$ cat src/rtl/ahb_slave_if.sv
// AHB-side front end of the AHB-to-APB bridge: transfer qualification, slave decode, 2-deep pipeline.
// Define AHB_ERR_RESP_EN to build the two-cycle ERROR response FSM; otherwise illegal transfers are dropped.
module ahb_slave_if #(
  parameter logic [31:0] SLV0_BASE   = 32'h8000_0000,
  parameter logic [31:0] SLV1_BASE   = 32'h8400_0000,
  parameter logic [31:0] SLV2_BASE   = 32'h8800_0000,
  parameter int          REGION_LOG2 = 26
) (
  input  logic        hclk,
  input  logic        hresetn,
  input  logic        hreadyin,
  input  logic [1:0]  htrans,
  input  logic [2:0]  hsize,
  input  logic        hwrite,
  input  logic [31:0] haddr,
  input  logic [31:0] hwdata,
  input  logic [31:0] prdata,
  input  logic        hr_readyout,
  output logic        valid,
  output logic [2:0]  temp_sel,
  output logic [31:0] haddr1,
  output logic [31:0] haddr2,
  output logic [31:0] hwdata1,
  output logic [31:0] hwdata2,
  output logic        hwrite_reg1,
  output logic        hwrite_reg2,
  output logic [31:0] hrdata,
  output logic [1:0]  hresp,
  output logic        hreadyout
);

  logic active;
  logic bad;

  assign active = htrans[1];
  assign hrdata = prdata;

  always_comb begin
    temp_sel = 3'b000;
    if (haddr[31:REGION_LOG2] == SLV0_BASE[31:REGION_LOG2])
      temp_sel = 3'b001;
    else if (haddr[31:REGION_LOG2] == SLV1_BASE[31:REGION_LOG2])
      temp_sel = 3'b010;
    else if (haddr[31:REGION_LOG2] == SLV2_BASE[31:REGION_LOG2])
      temp_sel = 3'b100;
  end

  // Unmapped address, oversize transfer, or size/alignment mismatch.
  always_comb begin
    bad = 1'b0;
    if (temp_sel == 3'b000)
      bad = 1'b1;
    if (hsize > 3'b010)
      bad = 1'b1;
    if ((hsize == 3'b010) && (haddr[1:0] != 2'b00))
      bad = 1'b1;
    if ((hsize == 3'b001) && haddr[0])
      bad = 1'b1;
  end

  // Stages advance on every accepted bus cycle, independent of valid.
  always_ff @(posedge hclk or negedge hresetn) begin
    if (!hresetn) begin
      haddr1      <= '0;
      haddr2      <= '0;
      hwdata1     <= '0;
      hwdata2     <= '0;
      hwrite_reg1 <= 1'b0;
      hwrite_reg2 <= 1'b0;
    end else if (hreadyin) begin
      haddr1      <= haddr;
      haddr2      <= haddr1;
      hwdata1     <= hwdata;
      hwdata2     <= hwdata1;
      hwrite_reg1 <= hwrite;
      hwrite_reg2 <= hwrite_reg1;
    end
  end

`ifdef AHB_ERR_RESP_EN
  // state   | meaning
  // OK_ST   | normal operation, ready follows the APB controller
  // ERR1_ST | first ERROR cycle, bus stalled
  // ERR2_ST | second ERROR cycle, bus released; next address phase accepted
  typedef enum logic [1:0] {OK_ST, ERR1_ST, ERR2_ST} state_t;
  state_t state, state_next;

  always_ff @(posedge hclk or negedge hresetn) begin
    if (!hresetn) state <= OK_ST;
    else          state <= state_next;
  end

  always_comb begin
    state_next = state;
    case (state)
      OK_ST:   if (hreadyin && active && bad) state_next = ERR1_ST;
      ERR1_ST: state_next = ERR2_ST;
      ERR2_ST: state_next = (hreadyin && active && bad) ? ERR1_ST : OK_ST;
      default: state_next = OK_ST;
    endcase
  end

  always_comb begin
    hresp     = 2'b00;
    hreadyout = hr_readyout;
    case (state)
      ERR1_ST: begin hresp = 2'b01; hreadyout = 1'b0; end
      ERR2_ST: begin hresp = 2'b01; hreadyout = 1'b1; end
      default: begin hresp = 2'b00; hreadyout = hr_readyout; end
    endcase
  end

  assign valid = hreadyin & active & ~bad & (state != ERR1_ST);
`else
  assign hresp     = 2'b00;
  assign hreadyout = hr_readyout;
  assign valid     = hreadyin & active & ~bad;
`endif

endmodule

$ cat config.mk
export PLATFORM = sky130hd
export DESIGN_NAME = ahb_slave_if
export DESIGN_NICKNAME = d
export VERILOG_FILES = /design/src/rtl/ahb_slave_if.sv
export SDC_FILE = /design/constraint.sdc
export NUM_CORES = 1
export LEC_CHECK = 0
export BUFFER_PORTS_ARGS = -buffer_cell sky130_fd_sc_hd__buf_2
export CAP_MARGIN = 15
export CORE_ASPECT_RATIO = 0.5
export CORE_MARGIN = 10
export CORE_UTILIZATION = 33
export CTS_CLUSTER_SIZE = 16
export DETAILED_ROUTE_END_ITERATION = 6
export PLACE_DENSITY_LB_ADDON = 0.25
export SLEW_MARGIN = 10
export SYNTH_ARGS = -nofsm -noshare
export SYNTH_HDL_FRONTEND = slang
export SYNTH_SLANG_ARGS = --single-unit
$ cat constraint.sdc
create_clock -name hclk -period 1.6 [get_ports hclk]
set_clock_uncertainty 0.2 [all_clocks]
set_input_delay 0.08 -clock hclk [delete_from_list [all_inputs] [get_ports hclk]]
set_output_delay 0.08 -clock hclk [all_outputs]
set_load 0.02 [all_outputs]
## Word level (Yosys, flattened, before mapping)

Cells that the tools add are included.

| word-level totals | value |
|---|---|
| output and inout port bits | 169 |
| flip-flop bits (word level) | 130 |

| cells by class | value |
|---|---|
| reductions and logical operators | 4 |
| equal/unequal tests | 5 |
| magnitude comparators | 1 |
| mux-type cells | 7 |
| bitwise logic cells | 3 |

Operators with widths:

| operator | number |
|---|---|
| equality test 6 bit, second input constant | 3 |
| 2-to-1 mux 3 bit | 3 |
| 2-to-1 mux 1 bit | 4 |
| equality test 3 x 1 -> 1 bit, second input constant | 1 |
| equality test 3 x 2 -> 1 bit, second input constant | 1 |
| greater-than comparator 3 x 2 -> 1 bit, second input constant | 1 |
| zero test 3 bit | 1 |
| bitwise AND 1 bit | 2 |
| logical AND 1 bit | 2 |
| nonzero test 2 bit | 1 |
| NOT 1 bit | 1 |

## Depth between registers and ports, before layout

| depth | value |
|---|---|
| depth in word-level cells | 11 |
| depth in mapped cells | 4 |
| mapped depth without buffers | 3 |

## Least setup slack after synthesis

Ideal clock, no wire load.

| timing | value |
|---|---|
| kind | input to output |
| start point | input haddr[30] |
| end point | output temp_sel[1] |
| arrival | 1,204 ps |
| data required time | 1,320 ps |
| stages | 2 |
| slack | 116 ps |
| buffers on the path | 0 |
| cell sequence | or4b_4 nor3b_1 |

| on the way | value |
|---|---|
| word-level cells in the longest chain between the ends | 3 |

RTL lines:

| item | line | RTL |
|---|---|---|
| from (decl) | 15 | `input logic [31:0] haddr,` |
| equality test 6 bit | 42 | `else if (haddr[31:REGION_LOG2] == SLV1_BASE[31:REGION_LOG2])` |
| 2-to-1 mux 3 bit | 42 |  |
| 2-to-1 mux 3 bit (*) | 40 | `if (haddr[31:REGION_LOG2] == SLV0_BASE[31:REGION_LOG2])` |
| to (decl) | 20 | `output logic [2:0] temp_sel,` |

Every way passes the cells marked *; elsewhere a longest branch is shown, timed or not.

## Worst setup path after layout

| timing | value |
|---|---|
| start point | input haddr[27] |
| end point | output valid |

| on the way | value |
|---|---|
| word-level cells in the longest chain between the ends | 11 |

RTL lines:

| item | line | RTL |
|---|---|---|
| equality test 6 bit | 44 | `else if (haddr[31:REGION_LOG2] == SLV2_BASE[31:REGION_LOG2])` |
| 2-to-1 mux 3 bit | 44 |  |
| 2-to-1 mux 3 bit | 42 |  |
| 2-to-1 mux 3 bit (*) | 40 |  |
| zero test 3 bit (*) | 51 | `if (temp_sel == 3'b000)` |
| 2-to-1 mux 1 bit (*) | 51 |  |
| 2-to-1 mux 1 bit (*) | 53 | `if (hsize > 3'b010)` |
| 2-to-1 mux 1 bit (*) | 55 | `if ((hsize == 3'b010) && (haddr[1:0] != 2'b00))` |
| 2-to-1 mux 1 bit (*) | 57 | `if ((hsize == 3'b001) && haddr[0])` |
| NOT 1 bit (*) | 117 | `assign valid = hreadyin & active & ~bad;` |
| bitwise AND 1 bit (*) | 117 |  |
| to (decl) | 19 | `output logic valid,` |

Marks and branches as above.

==> key figures <==
Status
  • Status: finished clean

Placed design
  • Count of input and output buffers: 205
  • Area after DPL: 6280 µm²
  • GPL Wtd Cong: 0.712
  • Post-Place Cells: 692
  • Hpwl dp: 9890 µm
  • Post-place setup slack: 0.0235 ns

Worst setup path
  • CP delay by family, top: buffers and inverters
  • Worst reg-to-reg path cell count: 2
  • CP endpoint kind: output pin
  • Slowest CP cell: dlygate4sd3_1
  • Slack of the worst reg-to-reg path: around 0.060 ns
  • Crit path required time: 1.32 ns
  • Arr. time, crit path: approximately 1.3 ns
  • Critical Path Start Type: primary input
  • Setup CP Type: in2out
  • CP Max Fanout: 5
  • Cells along the critical path: dlygate4sd3_1 -> buf_2 -> a2111oi_4 -> buf_4
  • R2R Path Start: haddr1[12]$_DFFE_PN0P_
  • CP bufs+invs: 3
  • Worst r2r dst: haddr1[12]$_DFFE_PN0P_
  • Slowest Stage Delay on Critical Path: 0.54 ns

Die
  • Core ar.: roughly 15,000 µm²
  • IO Pins: 275
  • Starting density of the core: 33.6%
  • Die area: 21,300 µm²
  • Die Wd: 197 µm
  • Row count: 32
  • Die Y-Extent: 108 µm

Routing
  • Iteration-0 DRC Markers: 106
  • WL/cell: 17.6 µm
  • Final ANT Viol Nets: 0
  • Final WL: 14,600 µm
  • Via count: between 3,000 and 4,000
  • Routed vias/inst: 4.39
  • Drt pass-1 iters: 4
  • Drt drc: 0

Synthesis
  • Synthesized area per cell: approximately 16 µm²
  • Mapped cell area: 5160 µm²
  • Seq cells post-synth: between 100 and 150
  • Gate Count Post-Synth: 320
  • Ys Warns: 0
  • Seq/Total Area, Yosys: a little over three fifths
  • Synth cell types: 15

Global routing
  • Grt ovf: 0
  • Met2 Track Usage GR: 25.4%
  • Largest net degree at the start of global routing: 45
  • GR met1 Demand/Resource: 12.6%
  • GRT Total Usage: 13.0%
  • Vias in the first global route: 3,986
  • Antenna violations before repair: 0
  • First-pass GRT wire length: 21,900 µm
  • GRT busiest layer: met2
  • Met3 usage: 4.06%

Layout
  • Core Util, Final: between 50% and 60%
  • Post-route cell area: a little under 8000 µm²
  • # diodes: 0
  • Final Net Count: about 700
  • Fraction of layout cells with a size suffix above 1: approximately two fifths
  • Synth-to-layout area growth: 54.0%
  • Post-route insts no fill: 826

Power and ir drop
  • Clock share of power: 42.0%
  • Pwr/cell area: 1270 nW/µm²
  • P_sw: 2790 µW
  • Internal: 7290 µW
  • Seq pwr share: just under 40%
  • Comb pwr share: 19.2%
  • Switching Fraction: 27.7%
  • Leakage: approximately 0.0037 µW
  • VDD IR-drop max: 632 µV

Clock network
  • H-tree levels: 4
  • Post-CTS setup buffers: 0
  • Root buf cell: clkbuf_16
  • Num CTS Buffers: 17
  • Longest Clk Path Bufs: 2
  • Clock sinks: 130
  • Clk_lat worst skew: 0.40 ns
  • CTS tree: built
  • Clock transition at path regs: 0.05 ns

STA
  • Post-route worst setup slack: 0.0437 ns
  • Setup violations, final: 0
  • Tmin final: 1.56 ns
  • Max Slew Vio Count: 0
  • Period utilization: 97.3%
  • RSZ-0062 raised after global routing: no
  • Fin Setup TNS: 0 ns
  • Final Hold Viols: 0
  • Fmax: roughly 640 MHz

Job
  • MaxCap Viol Count: 0

Worst hold path
  • Hold_sp: hreadyin
  • WHS Endpoint: haddr1[14]$_DFFE_PN0P_
  • Hold depth: 3
  • Worst Hold Class: in2reg
synth_stat cells (all sizes together):
cell	count	area (µm²)
a2111oi	1	27.5
a21oi	1	5.00
buf	49	343
clkbuf	1	3.75
conb	1	3.75
dfrtp	130	3250
mux2	130	1460
nand3b	1	20.0
nor2	1	3.75
nor3	2	10.0
nor3b	2	15.0
or4b	1	13.8
area by class of cell:
| type | instances | area, µm² |
|---|---|---|
| well taps | 204 | 255 |
| clock buffers | 20 | 437 |
| repair buffers | 319 | 2230 |
| clock inverters | 12 | 206 |
| multi-input cells | 141 | 1570 |
| fillers | 1333 | 7420 |
| flip-flops and latches | 130 | 3250 |
registers in the layout (all words and copies together) (netlist names):
name / count
haddr1: 32
haddr2: 32
hwdata1: 32
hwdata2: 32
hwrite_reg1: 1
hwrite_reg2: 1
power by group through the flow:
stage	Sequential [µW]	Combinational, µW	Clock, µW
after floorplan	4480	516	0
after detailed placement	3970	1710	0
final	3910	1940	4230
after global placement	3960	1700	0
after global routing	3970	2070	4510
after CTS	3920	1980	4340
worst max path at each step:
stage / start / to / slack (ns) / cells after the start
after floorplan: haddr[30] / temp_sel[1] / 0.12 / 2
after global placement: haddr[30] / valid / 0.04 / 4
after detailed placement: haddr[30] / valid / 0.02 / 4
after CTS: haddr[30] / valid / 0.03 / 4
after global routing: hresetn / hwdata1[16]$_DFFE_PN0P_ / 0.007 / 4
final: haddr[27] / valid / 0.04 / 4
through the flow:
step           hold WS, ns  power [µW]
2_1_floorplan       -0.416        5000
3_3_place_gp        -0.132        5660
3_5_place_dp        -0.134        5690
4_1_cts             0.0261       10200
5_1_grt             0.0407       10500
6_report            0.0239       10100
cell families (layout without fill, tap and decap cells):
family / count (synthesis) / after routing / synth area share, %
AO/OA/AOI/OAI: 2 / 2 / 0.630
other: 1 / 2 / 0.0726
multiplexers: 130 / 130 / 28.4
buffers and inverters: 50 / 351 / 6.71
flip-flops: 130 / 130 / 63.0
AND/OR/NAND/NOR: 7 / 7 / 1.21
worst register-to-register path: stages (launching register included):
cell and delay, ns:
dfrtp_1 0.39, mux2_1 0.28, dlygate4sd3_1 0.55
layout by cell type (no fill, tap or decap), drive strengths merged, types with 2 or more instances in the layout:
cell	synthesis	final
conb	1	2
buf	49	217
clkbuf	1	20
dfrtp	130	130
nor3	2	2
bufinv	0	5
nor3b	2	2
mux2	130	130
clkinv	0	5
dlygate4sd3	0	102
per-layer routing:
metal  share of wire, %  vias up
li1                   -     1662
met1                 36     1816
met2                 56      129
met3                6.1       17
met4                1.7        0
met5                  0        -
timing repair:
action / 4_1_cts / 5_1_grt
gates resized for setup: 0 / 1
endpoints found under the hold margin: 230 / 0
hold buffers: 102 / 0
endpoints found under the setup margin: 0 / 1
Power figures use the tool's default switching activity.
